## src/rtl/sync_fifo_ctrl.sv

```systemverilog
// Single-clock FIFO controller driving an external dual-port RAM as a circular buffer.
// Define SYNC_FIFO_ERR_FLAG_EN to add sticky overflow/underflow outputs.
module sync_fifo_ctrl #(
    parameter int ADDR_WIDTH    = 10,
    parameter int DATA_WIDTH    = 32,
    parameter int AFULL_THRESH  = (1 << ADDR_WIDTH) - 4,
    parameter int AEMPTY_THRESH = 4
) (
    input  logic                  clk,
    input  logic                  rst_n,
    input  logic                  wr_en,
    input  logic [DATA_WIDTH-1:0] wr_data,
    input  logic                  rd_en,
    output logic [DATA_WIDTH-1:0] rd_data,
    output logic                  rd_valid,
    input  logic                  flush,
    output logic                  full,
    output logic                  empty,
    output logic                  almost_full,
    output logic                  almost_empty,
    output logic [ADDR_WIDTH:0]   count,
`ifdef SYNC_FIFO_ERR_FLAG_EN
    output logic                  overflow,
    output logic                  underflow,
`endif
    output logic [ADDR_WIDTH-1:0] ram_w_addr,
    output logic                  ram_w_en,
    output logic [DATA_WIDTH-1:0] ram_w_data,
    output logic [ADDR_WIDTH-1:0] ram_r_addr,
    output logic                  ram_r_en,
    input  logic [DATA_WIDTH-1:0] ram_r_data
);

    localparam logic [ADDR_WIDTH:0] ONE = {{ADDR_WIDTH{1'b0}}, 1'b1};

    logic [ADDR_WIDTH:0] wptr, rptr;
    logic [ADDR_WIDTH:0] wptr_nxt, rptr_nxt, count_nxt;
    logic                wr_acc, rd_acc;

    // Acceptance uses only registered flags, so no request-to-flag combinational path exists.
    assign wr_acc = wr_en & ~full & ~flush;
    assign rd_acc = rd_en & ~empty & ~flush;

    assign ram_w_en   = wr_acc;
    assign ram_w_addr = wptr[ADDR_WIDTH-1:0];
    assign ram_w_data = wr_data;
    assign ram_r_en   = rd_acc;
    assign ram_r_addr = rptr[ADDR_WIDTH-1:0];
    assign rd_data    = ram_r_data;

    always_comb begin
        wptr_nxt  = wptr;
        rptr_nxt  = rptr;
        count_nxt = count;
        if (flush) begin
            wptr_nxt  = '0;
            rptr_nxt  = '0;
            count_nxt = '0;
        end else begin
            if (wr_acc) wptr_nxt = wptr + ONE;
            if (rd_acc) rptr_nxt = rptr + ONE;
            if (wr_acc && !rd_acc)      count_nxt = count + ONE;
            else if (rd_acc && !wr_acc) count_nxt = count - ONE;
        end
    end

    // Stage p0 -> p1: pointers, occupancy and flags all registered from next-state values
    always_ff @(posedge clk or negedge rst_n) begin
        if (!rst_n) begin
            wptr         <= '0;
            rptr         <= '0;
            count        <= '0;
            full         <= 1'b0;
            empty        <= 1'b1;
            almost_full  <= 1'b0;
            almost_empty <= 1'b1;
            rd_valid     <= 1'b0;
        end else begin
            wptr         <= wptr_nxt;
            rptr         <= rptr_nxt;
            count        <= count_nxt;
            // Same low address with differing wrap bits means the writer is a whole lap ahead.
            full         <= (wptr_nxt[ADDR_WIDTH] != rptr_nxt[ADDR_WIDTH]) &&
                            (wptr_nxt[ADDR_WIDTH-1:0] == rptr_nxt[ADDR_WIDTH-1:0]);
            empty        <= (wptr_nxt == rptr_nxt);
            almost_full  <= int'(count_nxt) >= AFULL_THRESH;
            almost_empty <= int'(count_nxt) <= AEMPTY_THRESH;
            rd_valid     <= rd_acc;
        end
    end

`ifdef SYNC_FIFO_ERR_FLAG_EN
    always_ff @(posedge clk or negedge rst_n) begin
        if (!rst_n) begin
            overflow  <= 1'b0;
            underflow <= 1'b0;
        end else if (flush) begin
            overflow  <= 1'b0;
            underflow <= 1'b0;
        end else begin
            if (wr_en && full)  overflow  <= 1'b1;
            if (rd_en && empty) underflow <= 1'b1;
        end
    end
`endif

endmodule

```

## config.mk

```make
export PLATFORM = sky130hd
export DESIGN_NAME = sync_fifo_ctrl
export DESIGN_NICKNAME = d
export VERILOG_FILES = /design/src/rtl/sync_fifo_ctrl.sv
export SDC_FILE = /design/constraint.sdc
export NUM_CORES = 1
export LEC_CHECK = 0
export BUFFER_PORTS_ARGS = -buffer_cell sky130_fd_sc_hd__buf_2
export CORE_AREA = 3 3 114 72
export CTS_CLUSTER_SIZE = 10
export DETAILED_ROUTE_END_ITERATION = 16
export DIE_AREA = 0 0 117 75
export PLACE_DENSITY = 0.73
export SETUP_SLACK_MARGIN = 0.2
export SYNTH_ARGS = -nofsm -noshare
export SYNTH_HDL_FRONTEND = slang
export SYNTH_SLANG_ARGS = --single-unit
```

## constraint.sdc

```tcl
create_clock -name clk -period 2.6 [get_ports clk]
set_input_delay 0 -clock clk [delete_from_list [all_inputs] [get_ports clk]]
set_output_delay 0 -clock clk [all_outputs]
set_load 0.01 [all_outputs]
```

# Word-level counts from Yosys, hierarchy flattened
# Cells that the tools add are included.
# totals
reg_bits	38
latch_bits	0
ram_bits	0
rom_bits	0
inputBits	69
out_inout_bits	102
word_cells	36
memories	0
# classes
n_addsub	4
mul	0
div	0
n_lt_le_gt_ge	2
eq_ne	3
n_shift	0
mux	7
bitwise	7
reduce_logical	5
# ops
cell	count
two-way mux 11 bit	7
adder 11 x 1 -> 11 bit (second input constant)	3
equality test 11 bit	1
greater-or-equal comparator 11 x 10 -> 1 bit (second input constant)	1
<= comparator 11 x 3 -> 1 bit (second input constant)	1
subtractor 11 x 1 -> 11 bit (second input constant)	1
equality test 10 bit	1
AND 1 bit	4
logical AND 1 bit	3
NOT 1 bit	3
logical NOT 1 bit	2
inequality test 1 bit	1

# Depth between registers and ports, before layout
# Gate-level depths: netlist of run 1.
# logic_depth
depth_word	9
mapped_depth	9
depth_no_buf	8

# Worst setup path after synthesis of run 1
# No wires, ideal clock.
# synth_path
path_type	reg2reg
start	register empty
end	register empty
setup_ps	105
t_arrival_ps	2273
t_required_ps	2495
path_slack_ps	221
path_stages_with_launch	9
path_buffers	1
synth_period_minus_slack_ps	2379
path_cell_list	dfstp_2 -> nor2b_2 -> buf_6 -> xnor2_2 -> xnor2_1 -> or3_1 -> a211o_1 -> or4_1 -> o41ai_1
# synth_between
elab_chain_cells	6
# synth_lines
element	line	rtl
from (decl)	18	output logic empty,
from (signal assigned)	85	empty <= (wptr_nxt == rptr_nxt);
NOT 1 bit	42	assign rd_acc = rd_en & ~empty & ~flush;
AND 1 bit (2 in a row)	42	
two-way mux 11 bit	61	if (rd_acc) rptr_nxt = rptr + ONE;
two-way mux 11 bit	55	if (flush) begin
equality test 11 bit	85	
# Every way passes these cells.

# Worst setup path after layout of run 1
# layout_path
start	register wptr[1]
end	register empty
# layout_between
elab_chain_cells	4
# layout_lines
element	line	rtl
from (decl)	36	logic [ADDR_WIDTH:0] wptr, rptr;
from (signal assigned)	79	wptr <= wptr_nxt;
adder 11 x 1 -> 11 bit	60	if (wr_acc) wptr_nxt = wptr + ONE;
two-way mux 11 bit (*)	60	
two-way mux 11 bit (*)	55	
equality test 11 bit (*)	85	
# Every way passes the cells marked *; elsewhere a longest branch is shown, timed or not.

==> summary.json, run 1 <==
{
  "clock_network": {
    "clock_sink_count": 38,
    "cts_tree": "yes",
    "insertion_delay_ns": 0.28,
    "cts_max_path_buffers": 2,
    "clock_root_buffer": "clkbuf_16",
    "h_tree_levels": 2,
    "path_clk_slew_ns": 0.06,
    "tritoncts.num_buffers": 5
  },
  "placement": {
    "place_worst_setup_slack_ns": -0.04208,
    "globalplace.congestion": 0.9177,
    "port-buffer-count": 42,
    "detailed_place_hpwl_mm": 4.686
  },
  "die": {
    "dieArea_um2": 8775,
    "die_width_um": 117,
    "placeableCoreArea_um2": 7207,
    "fp-row-count": 24,
    "io_pins": 171,
    "initial_core_utilization": 0.3970,
    "chipHeight_um": 75
  },
  "global_route": {
    "grt-ovfl-total": 0,
    "initial_antenna_violation_count": 0,
    "track_usage": 0.1529,
    "grt_pass1_vias": 1982,
    "grt_pass1_wl_mm": 10.33,
    "grt_start_max_net_pins": 39
  },
  "sta": {
    "fin_worst_skew_ns": 0.005244,
    "tightestPinTransition_ns": 0.8654,
    "post-route-min-period_ns": 2.414,
    "grt_setup_unrepaired": "yes",
    "slew_headroom": 0.4231,
    "final-max-slew-violation-count": 0,
    "setup_ws_ns": 0.1862,
    "hold_viol": 0,
    "timing.hold.ws_ns": 0.000003929,
    "fin_setup_tns_ns": 0,
    "finalSetupViolations": 0,
    "final_min_period_over_clock_period": 0.9284,
    "clock.fmax_mhz": 414.3
  },
  "final_layout": {
    "fillers": 717,
    "n_antenna_cell": 0,
    "final_cell_mix": "42 x buf_2, 36 x nor2_1, 35 x dfrtp_1, 20 x xnor2_1, 19 x xor2_1",
    "layout_commonest_cell": "buf_2",
    "layout-drive-gt1-share": 0.2966,
    "final_net_count": 362,
    "flow.area_growth_from_synthesis_pct": 1.399
  },
  "pwr": {
    "vdd.ir_drop.worst_mv": 0.3468,
    "total_power_mw": 1.824,
    "power_frac_comb": 0.184,
    "ratio_of_total_power_to_cell_area_nw_per_um2": 628.6,
    "cell_internal_pwr_mw": 1.362,
    "seq_power_share": 0.367,
    "sw_frac_of_total": 0.2530,
    "clock_power_share": 0.449,
    "power.net_switching_mw": 0.4615,
    "static-leakage-power_nw": 1.367
  },
  "logic_synthesis": {
    "synth_async_sr_flop_share": 1.000,
    "synth-seq-area-share": 0.3332,
    "synth-edff-count": 0,
    "synthFlopType": "dfrtp_1",
    "yosys_register_bits": 38,
    "number_of_warnings_printed_during_yosys_synthesis": 0,
    "ys_types": 53,
    "syn_nets": 392,
    "synthesis.instances": 319,
    "synth_area_per_cell_um2": 8.970,
    "netlist_area_before_placement_um2": 2861
  },
  "critical_path": {
    "worst_setup_path_start_kind": "flop",
    "critPathSlowestCell": "or4_4",
    "critical-path-max-stage-delay_ns": 0.54,
    "crit_required_ns": 2.78,
    "timing.critical_path.arrival_ns": 2.59,
    "crit_path_cell_trace": "ha_2 > and4_1 > nand3_1 > xor2_2 > xnor2_1 > o211ai_1 > or4_4 > o41ai_4",
    "path_class": "flop to flop",
    "critical_path.endpoint_type": "flop",
    "worstPathMaxFanout": 5
  },
  "route": {
    "drt_iter0_drc": 164,
    "wl_mm": 6.438,
    "firstDrtPassIters": 4,
    "via_density_per_instance": 5.220,
    "wl_per_cell_um": 16.90,
    "antenna_left": 0,
    "dr_total_vias": 1989,
    "drt_drc_violations_left": 0
  },
  "job": {
    "cap_viol_max_count": 0
  },
  "hold_path": {
    "hold_path_class": "primary input to primary output"
  },
  "status": {
    "outcome": "finished clean"
  }
}
-- path summary, 6_finish.rpt --
path | startpoint | endpoint | slack [ns] | cells past startpoint
setup / recovery | wptr[1]$_DFF_PN0_ | empty$_DFF_PN1_ | 0.19 | 8
hold / removal | ram_r_data[4] | rd_data[4] | 0.000004 | 0
setup reg to reg | wptr[1]$_DFF_PN0_ | empty$_DFF_PN1_ | 0.19 | 8
hold reg to reg | rptr[10]$_DFF_PN0_ | rptr[10]$_DFF_PN0_ | 0.57 | 3
max in group asynchronous | rst_n | wptr[1]$_DFF_PN0_ | 1.63 | 2
min in group asynchronous | rst_n | rptr[5]$_DFF_PN0_ | 0.37 | 2
-- area by class of cell --
type	instances	area [um^2]	share of cell area
Tap cell	91	113.9	0.03924
Multi-Input combinational cell	180	1282	0.4420
Clock buffer	6	138.9	0.04787
Inverter	7	26.28	0.009056
Timing Repair Buffer	57	325.3	0.1121
Clock inverter	2	60.06	0.02070
Sequential cell	38	954.7	0.3290
-- power groups by stage --
stage               Sequential [mW]  Combinational (mW)  Clock [mW]
finish                        0.669               0.336       0.819
global placement              0.676               0.294           0
CTS                           0.666               0.321       0.834
detailed placement            0.678               0.298           0
floorplan                     0.685               0.291           0
global route                  0.674               0.371       0.859
-- state kept, by name (all words and copies together), names as in the netlist --
register	count
almost_empty	1
count	11
wptr	11
rd_valid	1
empty	1
almost_full	1
rptr	11
full	1
-- layer usage --
metal | vias to the layer above | global-route usage | wire, um
met5 | - | 0 | 0
met3 | 9 | 0.06506 | 645
met2 | 121 | 0.2149 | 2690
met1 | 928 | 0.2183 | 3060
met4 | 0 | 0.03435 | 41
li1 | 931 | - | -
-- cell usage after synthesis, drive strengths merged (3+ instances only) --
cell	n	area (um^2)
or3	3	20.02
nor3	7	35.03
ha	4	50.05
and2	4	25.02
and3	3	18.77
nor2	36	135.1
a21oi	3	15.01
a22oi	3	22.52
xor2	20	175.2
and4	3	26.28
buf	87	650.6
nand3	14	70.07
nor4b	3	32.53
dfrtp	36	900.9
nor2b	3	21.27
nand2	14	52.55
inv	7	26.28
xnor2	21	191.4
clkbuf	7	26.28
nand4	6	37.54
nand2b	3	18.77
-- worst max-delay path, delay by kind of cell, from the launching register on --
family	cells	cell delay, ns
compound gates	2	0.38
xor+xnor	2	0.37
fa+ha+maj	1	0.24
flops	1	0.41
simple gates	3	0.92
-- stage by stage --
stage | instances | util | cell area (um^2)
3_3_place_gp | 370 | 0.3606 | 2599
6_report | 381 | 0.4026 | 2902
3_5_place_dp | 370 | 0.3606 | 2599
2_1_floorplan | 319 | - | 2861
4_1_cts | 381 | 0.3960 | 2854
5_1_grt | 381 | 0.4026 | 2902
-- timing repair --
item | CTS | global route
buffers inserted | 2 | 0
gates resized for setup | 6 | 8
hold buffers | 1 | 0
hold endpoints to repair | 36 | 0
pin swaps | 1 | 0
setup endpoints to repair | 3 | 3
-- logic make-up (layout without fill, tap and decap cells) --
kind of cell             after synthesis  count (layout)  synth area share
AND/OR/NAND/NOR                      111             111            0.2064
multiplexers                           2               2           0.01181
flip-flops                            38              38            0.3332
AO/OA/AOI/OAI                         22              22           0.05728
adder cells (fa/ha/maj)                4               4           0.01749
buffers and inverters                101              72            0.2457
XOR/XNOR                              41              41            0.1281
Power figures use the tool's default switching activity.
==> run 2, diff against run 1 <==
- RECOVER_POWER: unset -> 100
==> run 2 against run 1 <==
  * Final area shrank 2.9%
  * Clock-buffer cell count is the same
  * Worst hold slack is essentially flat
  * Register-to-register slack lost 0.03 ns
  * Die area is the same
  * Largest cell class unchanged
  * Largest power group unchanged
  * Highest routed layer unchanged
==> summary.json, run 2 (synthesis results as in run 1) <==
{
  "status": {
    "outcome": "finished clean"
  },
  "global_route": {
    "grt-ovfl-total": 0,
    "track_usage": 0.1529,
    "grt_start_max_net_pins": 39,
    "grt_pass1_vias": 1982,
    "initial_antenna_violation_count": 0,
    "grt_pass1_wl_mm": 10.33
  },
  "job": {
    "cap_viol_max_count": 0
  },
  "final_layout": {
    "flow.area_growth_from_synthesis_pct": -1.574,
    "layout-drive-gt1-share": 0.1517,
    "n_antenna_cell": 0,
    "final_cell_mix": "36 x nor2_1, 36 x clkbuf_1, 35 x dfrtp_1, 21 x xnor2_1, 19 x xor2_1",
    "final_net_count": 362,
    "final_cells": 381,
    "registers_with_the_highest_flip_flop_counts": "count: 11 flops, rptr: 11 flops, wptr: 11 flops"
  },
  "route": {
    "antenna_left": 0,
    "drt_drc_violations_left": 0,
    "firstDrtPassIters": 4,
    "dr_total_vias": 1982,
    "via_density_per_instance": 5.202,
    "drt_iter0_drc": 149,
    "wl_mm": 6.464,
    "wl_per_cell_um": 16.97
  },
  "pwr": {
    "ratio_of_total_power_to_cell_area_nw_per_um2": 640.1,
    "seq_power_share": 0.370,
    "power_frac_comb": 0.178,
    "vdd.ir_drop.worst_mv": 0.3438,
    "clock_power_share": 0.452,
    "sw_frac_of_total": 0.2528,
    "static-leakage-power_nw": 1.214,
    "power.net_switching_mw": 0.4558,
    "cell_internal_pwr_mw": 1.347
  },
  "critical_path": {
    "cp_num_cells": 7,
    "reg_to_reg_start": "rptr[1]$_DFF_PN0_",
    "worst_setup_path_start_kind": "flop",
    "worstSetupEndpoint": "empty$_DFF_PN1_",
    "crit_buf_inv": 0,
    "crit_required_ns": 2.77,
    "path_class": "flop to flop",
    "crit_start": "rptr[1]$_DFF_PN0_",
    "critical_path.endpoint_type": "flop",
    "rrSetupSlack_ns": 0.16,
    "r2r_cells": 7,
    "critical-path-max-stage-delay_ns": 0.46,
    "timing.critical_path.arrival_ns": 2.62,
    "crit_path_cell_trace": "ha_1 > mux2i_4 > xnor2_1 > or3_1 > a211o_1 > or4_4 > o41ai_4",
    "path_delay_family": "simple AND/OR/NAND/NOR gates",
    "critPathSlowestCell": "or4_4",
    "critical_path.reg2reg.endpoint": "empty$_DFF_PN1_",
    "worstPathMaxFanout": 4
  },
  "sta": {
    "setup_ws_ns": 0.1557,
    "clock.fmax_mhz": 409.1,
    "fin_worst_skew_ns": 0.004329,
    "hold_viol": 0,
    "post-route-min-period_ns": 2.444,
    "finalSetupViolations": 0,
    "slew_headroom": 0.4287,
    "final-max-slew-violation-count": 0,
    "tightestPinTransition_ns": 0.8569,
    "timing.hold.ws_ns": 0.000004439,
    "grt_setup_unrepaired": "yes",
    "final_min_period_over_clock_period": 0.9401
  },
  "die": {
    "dieArea_um2": 8775,
    "die_width_um": 117,
    "placeableCoreArea_um2": 7207,
    "initial_core_utilization": 0.3970,
    "fp-row-count": 24,
    "chipHeight_um": 75,
    "io_pins": 171
  },
  "placement": {
    "detailed_place_hpwl_mm": 4.686,
    "place_worst_setup_slack_ns": -0.04208,
    "port-buffer-count": 42,
    "globalplace.congestion": 0.9177,
    "post-place-cells": 370
  },
  "hold_path": {
    "hp-start": "wr_data[23]",
    "hold_path_class": "primary input to primary output"
  },
  "clock_network": {
    "clock_root_buffer": "clkbuf_16",
    "tritoncts.num_buffers": 5,
    "h_tree_levels": 2,
    "insertion_delay_ns": 0.28,
    "cts_tree": "yes",
    "cts_max_path_buffers": 2,
    "clock_sink_count": 38,
    "path_clk_slew_ns": 0.06
  }
}
-- run 2: cell types whose count changed in the layout (fill, tap and decap cells not counted), moves of 2 or more --
cell and delta:
buf_2 -32, and2_1 -2, and2_0 +2, buf_4 -4, clkbuf_1 +36
-- run 2: power groups by stage --
stage,Clock (mW),Combinational [mW],Sequential (mW)
global route,0.859,0.354,0.673
global placement,0,0.294,0.676
finish,0.814,0.321,0.667
CTS,0.834,0.321,0.666
detailed placement,0,0.298,0.678
floorplan,0,0.291,0.685
-- run 2: how the worst min path moves through the flow --
stage | to | slack, ns | cells past startpoint
after global routing | ram_w_data[23] | 0.00002 | 0
final | ram_w_data[23] | 0.000004 | 0
after floorplan | almost_full$_DFF_PN0_ | -0.30 | 0
after CTS | ram_w_data[0] | 0.00007 | 0
after detailed placement | ram_w_data[0] | 0.00007 | 0
after global placement | ram_w_data[0] | 0.00007 | 0
-- run 2: what timing repair did --
action | CTS | global route
setup buffers | 2 | 0
hold endpoints to repair | 36 | 0
setup endpoints to repair | 3 | 3
pin swaps | 1 | 0
hold buffers | 1 | 0
cloned | 0 | 0
gates resized for setup | 6 | 8
-- run 2: per-layer routing --
metal	track usage	part of all wire	wire (um)
met5	0	0	0
met4	0.03435	0.0026	17
met2	0.2149	0.42	2686
met1	0.2183	0.48	3108
met3	0.06506	0.10	651
-- run 2: metrics by stage --
stage	setup TNS, ns	utilization	total power, mW	cell area [um^2]
final	0	0.3908	1.803	2816
after global routing	0	0.3908	1.886	2816
after CTS	0	0.3960	1.822	2854
after detailed placement	-0.04208	0.3606	0.9753	2599
after global placement	0	0.3606	0.9705	2599
after floorplan	0	-	0.9755	2861
-- run 2: area by class of cell --
| cell class | instances | area (um^2) |
|---|---|---|
| clock buffers | 6 | 138.9 |
| clock inverters | 2 | 60.06 |
| fillers | 733 | 4390 |
| inverters | 7 | 26.28 |
| multi-input cells | 180 | 1252 |
| flip-flops and latches | 38 | 954.7 |
| well taps | 91 | 113.9 |
| repair buffers | 57 | 270.3 |
-- run 2: worst reg2reg max path: cells and delay by family (launching register included) --
| kind | cells | cell delay (ns) |
|---|---|---|
| DFF | 1 | 0.44 |
| and+or+nand+nor | 2 | 0.77 |
| muxes | 1 | 0.16 |
| xor gates and xnor gates | 1 | 0.09 |
| adders and majority gates | 1 | 0.33 |
| AOI/OAI and AO/OA | 2 | 0.56 |
==> run 3, diff against run 2 <==
- clock period: 2.6 -> 3.15 ns (I/O delays scaled with it)
==> run 3 against run 2 <==
  * Final area is 7.0% lower
  * The run now ends with capacitance limit, slew limit left
  * Clock-buffer cell count is 1 higher
  * Highest routed layer unchanged
  * Non-clock buffer count shrank 11
  * Via count up 1.2%
  * Largest power group is now registers
  * Total power shrank 28%
  * Sequential share of layout area rose by 2.5 points
  * Critical path type unchanged
==> summary.json, run 3 (synthesis results as in run 1) <==
{
  "clock_network": {
    "tritoncts.num_buffers": 5,
    "clock_sink_count": 38,
    "cts_max_path_buffers": 2,
    "insertion_delay_ns": 0.29,
    "cts_tree": "yes",
    "path_clk_slew_ns": 0.06,
    "h_tree_levels": 2,
    "clock_root_buffer": "clkbuf_16",
    "post-cts-setup-buffer-count": 0
  },
  "final_layout": {
    "flow.area_growth_from_synthesis_pct": -8.483,
    "final_cell_mix": "41 x clkbuf_1, 36 x nor2_1, 36 x dfrtp_1, 20 x xnor2_1, 20 x xor2_1",
    "final_net_count": 351,
    "final_core_util": 0.3634,
    "layout-drive-gt1-share": 0.06810,
    "n_antenna_cell": 0,
    "final_cells": 370,
    "registers_with_the_highest_flip_flop_counts": "count: 11 flops, rptr: 11 flops, wptr: 11 flops",
    "layout_commonest_cell": "clkbuf_1"
  },
  "critical_path": {
    "critical_path.endpoint_type": "flop",
    "timing.critical_path.arrival_ns": 2.93,
    "worst_setup_path_start_kind": "flop",
    "path_class": "flop to flop",
    "crit_required_ns": 3.34,
    "worstPathMaxFanout": 9
  },
  "global_route": {
    "grt_pass1_wl_mm": 9.977,
    "initial_antenna_violation_count": 0,
    "grt_pass1_vias": 1957,
    "grt_start_max_net_pins": 39,
    "track_usage": 0.1491,
    "grt-ovfl-total": 0
  },
  "die": {
    "io_pins": 171,
    "die_width_um": 117,
    "placeableCoreArea_um2": 7207,
    "initial_core_utilization": 0.3970,
    "fp-row-count": 24,
    "chipHeight_um": 75,
    "dieArea_um2": 8775
  },
  "pwr": {
    "static-leakage-power_nw": 1.108,
    "ratio_of_total_power_to_cell_area_nw_per_um2": 492.7,
    "vdd.ir_drop.worst_mv": 0.1562
  },
  "route": {
    "dr_total_vias": 2006,
    "wl_mm": 6.353,
    "drt_iter0_drc": 138,
    "via_density_per_instance": 5.422,
    "antenna_left": 0,
    "drt_drc_violations_left": 0,
    "firstDrtPassIters": 4,
    "wl_per_cell_um": 17.17
  },
  "status": {
    "outcome": "finished, violations left",
    "violated_checks": "capacitance limit, slew limit"
  },
  "placement": {
    "post-place-cells": 361,
    "globalplace.congestion": 0.9155,
    "detailed_place_hpwl_mm": 4.815,
    "port-buffer-count": 42
  },
  "sta": {
    "grt_setup_unrepaired": "no",
    "hold_viol": 0,
    "clock.fmax_mhz": 363.8,
    "final-max-slew-violation-count": 39,
    "tightestPinTransition_ns": 2.171,
    "post-route-min-period_ns": 2.749,
    "timing.hold.ws_ns": 0.000003929,
    "fin_worst_skew_ns": 0.006811,
    "slew_headroom": -0.4472,
    "finalSetupViolations": 0,
    "fin_setup_tns_ns": 0,
    "final_min_period_over_clock_period": 0.8727
  },
  "hold_path": {
    "hold_path_class": "primary input to primary output"
  },
  "job": {
    "cap_viol_max_count": 1
  }
}
run 3: cell types whose count changed in the layout (fill, tap and decap cells not counted), sizes merged:
| cell | change |
|---|---|
| bufinv | -2 |
| clkbuf | +5 |
| buf | -15 |
| clkinv | +1 |
run 3: worst max-delay path, cell delays in order (launching register included):
cell      delay, ns
dfrtp_1        0.42
nor2b_1        0.17
clkbuf_1       0.42
nand4_1        0.17
xor2_1         0.37
nor3_1         0.12
a211o_1        0.27
or4_1          0.44
nor4b_1        0.26
run 3: worst paths after layout:
path | startpoint | to | slack, ns | cells after the start
max reg2reg | full$_DFF_PN0_ | full$_DFF_PN0_ | 0.40 | 8
min reg2reg | rptr[10]$_DFF_PN0_ | rptr[10]$_DFF_PN0_ | 0.56 | 3
min | ram_r_data[4] | rd_data[4] | 0.000004 | 0
max | full$_DFF_PN0_ | full$_DFF_PN0_ | 0.40 | 8
max in group asynchronous | rst_n | count[0]$_DFF_PN0_ | 1.01 | 2
min in group asynchronous | rst_n | rd_valid$_DFF_PN0_ | 0.88 | 2
run 3: area by class of cell:
type                    count  area [um^2]
fillers                   759         4588
multi-input cells         180         1190
flip-flops and latches     38        953.4
repair buffers             46        187.7
clock buffers               7        142.6
well taps                  91        113.9
inverters                   7        26.28
clock inverters             1        5.005
run 3: routing by layer:
layer | GRT usage | up-vias | wire, um
li1 | - | 906 | -
met1 | 0.1993 | 970 | 2961
met2 | 0.2149 | 120 | 2718
met3 | 0.06586 | 10 | 587
met4 | 0.05344 | 0 | 85
met5 | 0 | - | 0
run 3: through the flow:
step	worst slack [ns]	total power, mW	cell area [um^2]
floorplan	0.7715	0.8052	2861
global placement	0.6024	0.7876	2531
detailed placement	0.5315	0.7955	2531
CTS	0.5094	1.313	2689
global route	0.1629	1.350	2619
finish	0.4011	1.290	2619
run 3: repair_timing:
action	CTS	global route
hold buffers	1	0
gates resized for setup	0	0
endpoints found under the setup margin	0	0
endpoints found under the hold margin	36	0
run 3: where the power goes:
part	internal, mW	leakage (nW)	total [mW]	switching (mW)
sequential	0.520	0.518	0.554	0.0348
combinational	0.0884	0.516	0.220	0.132
clock	0.314	0.0739	0.516	0.202
total	0.922	1.11	1.29	0.368
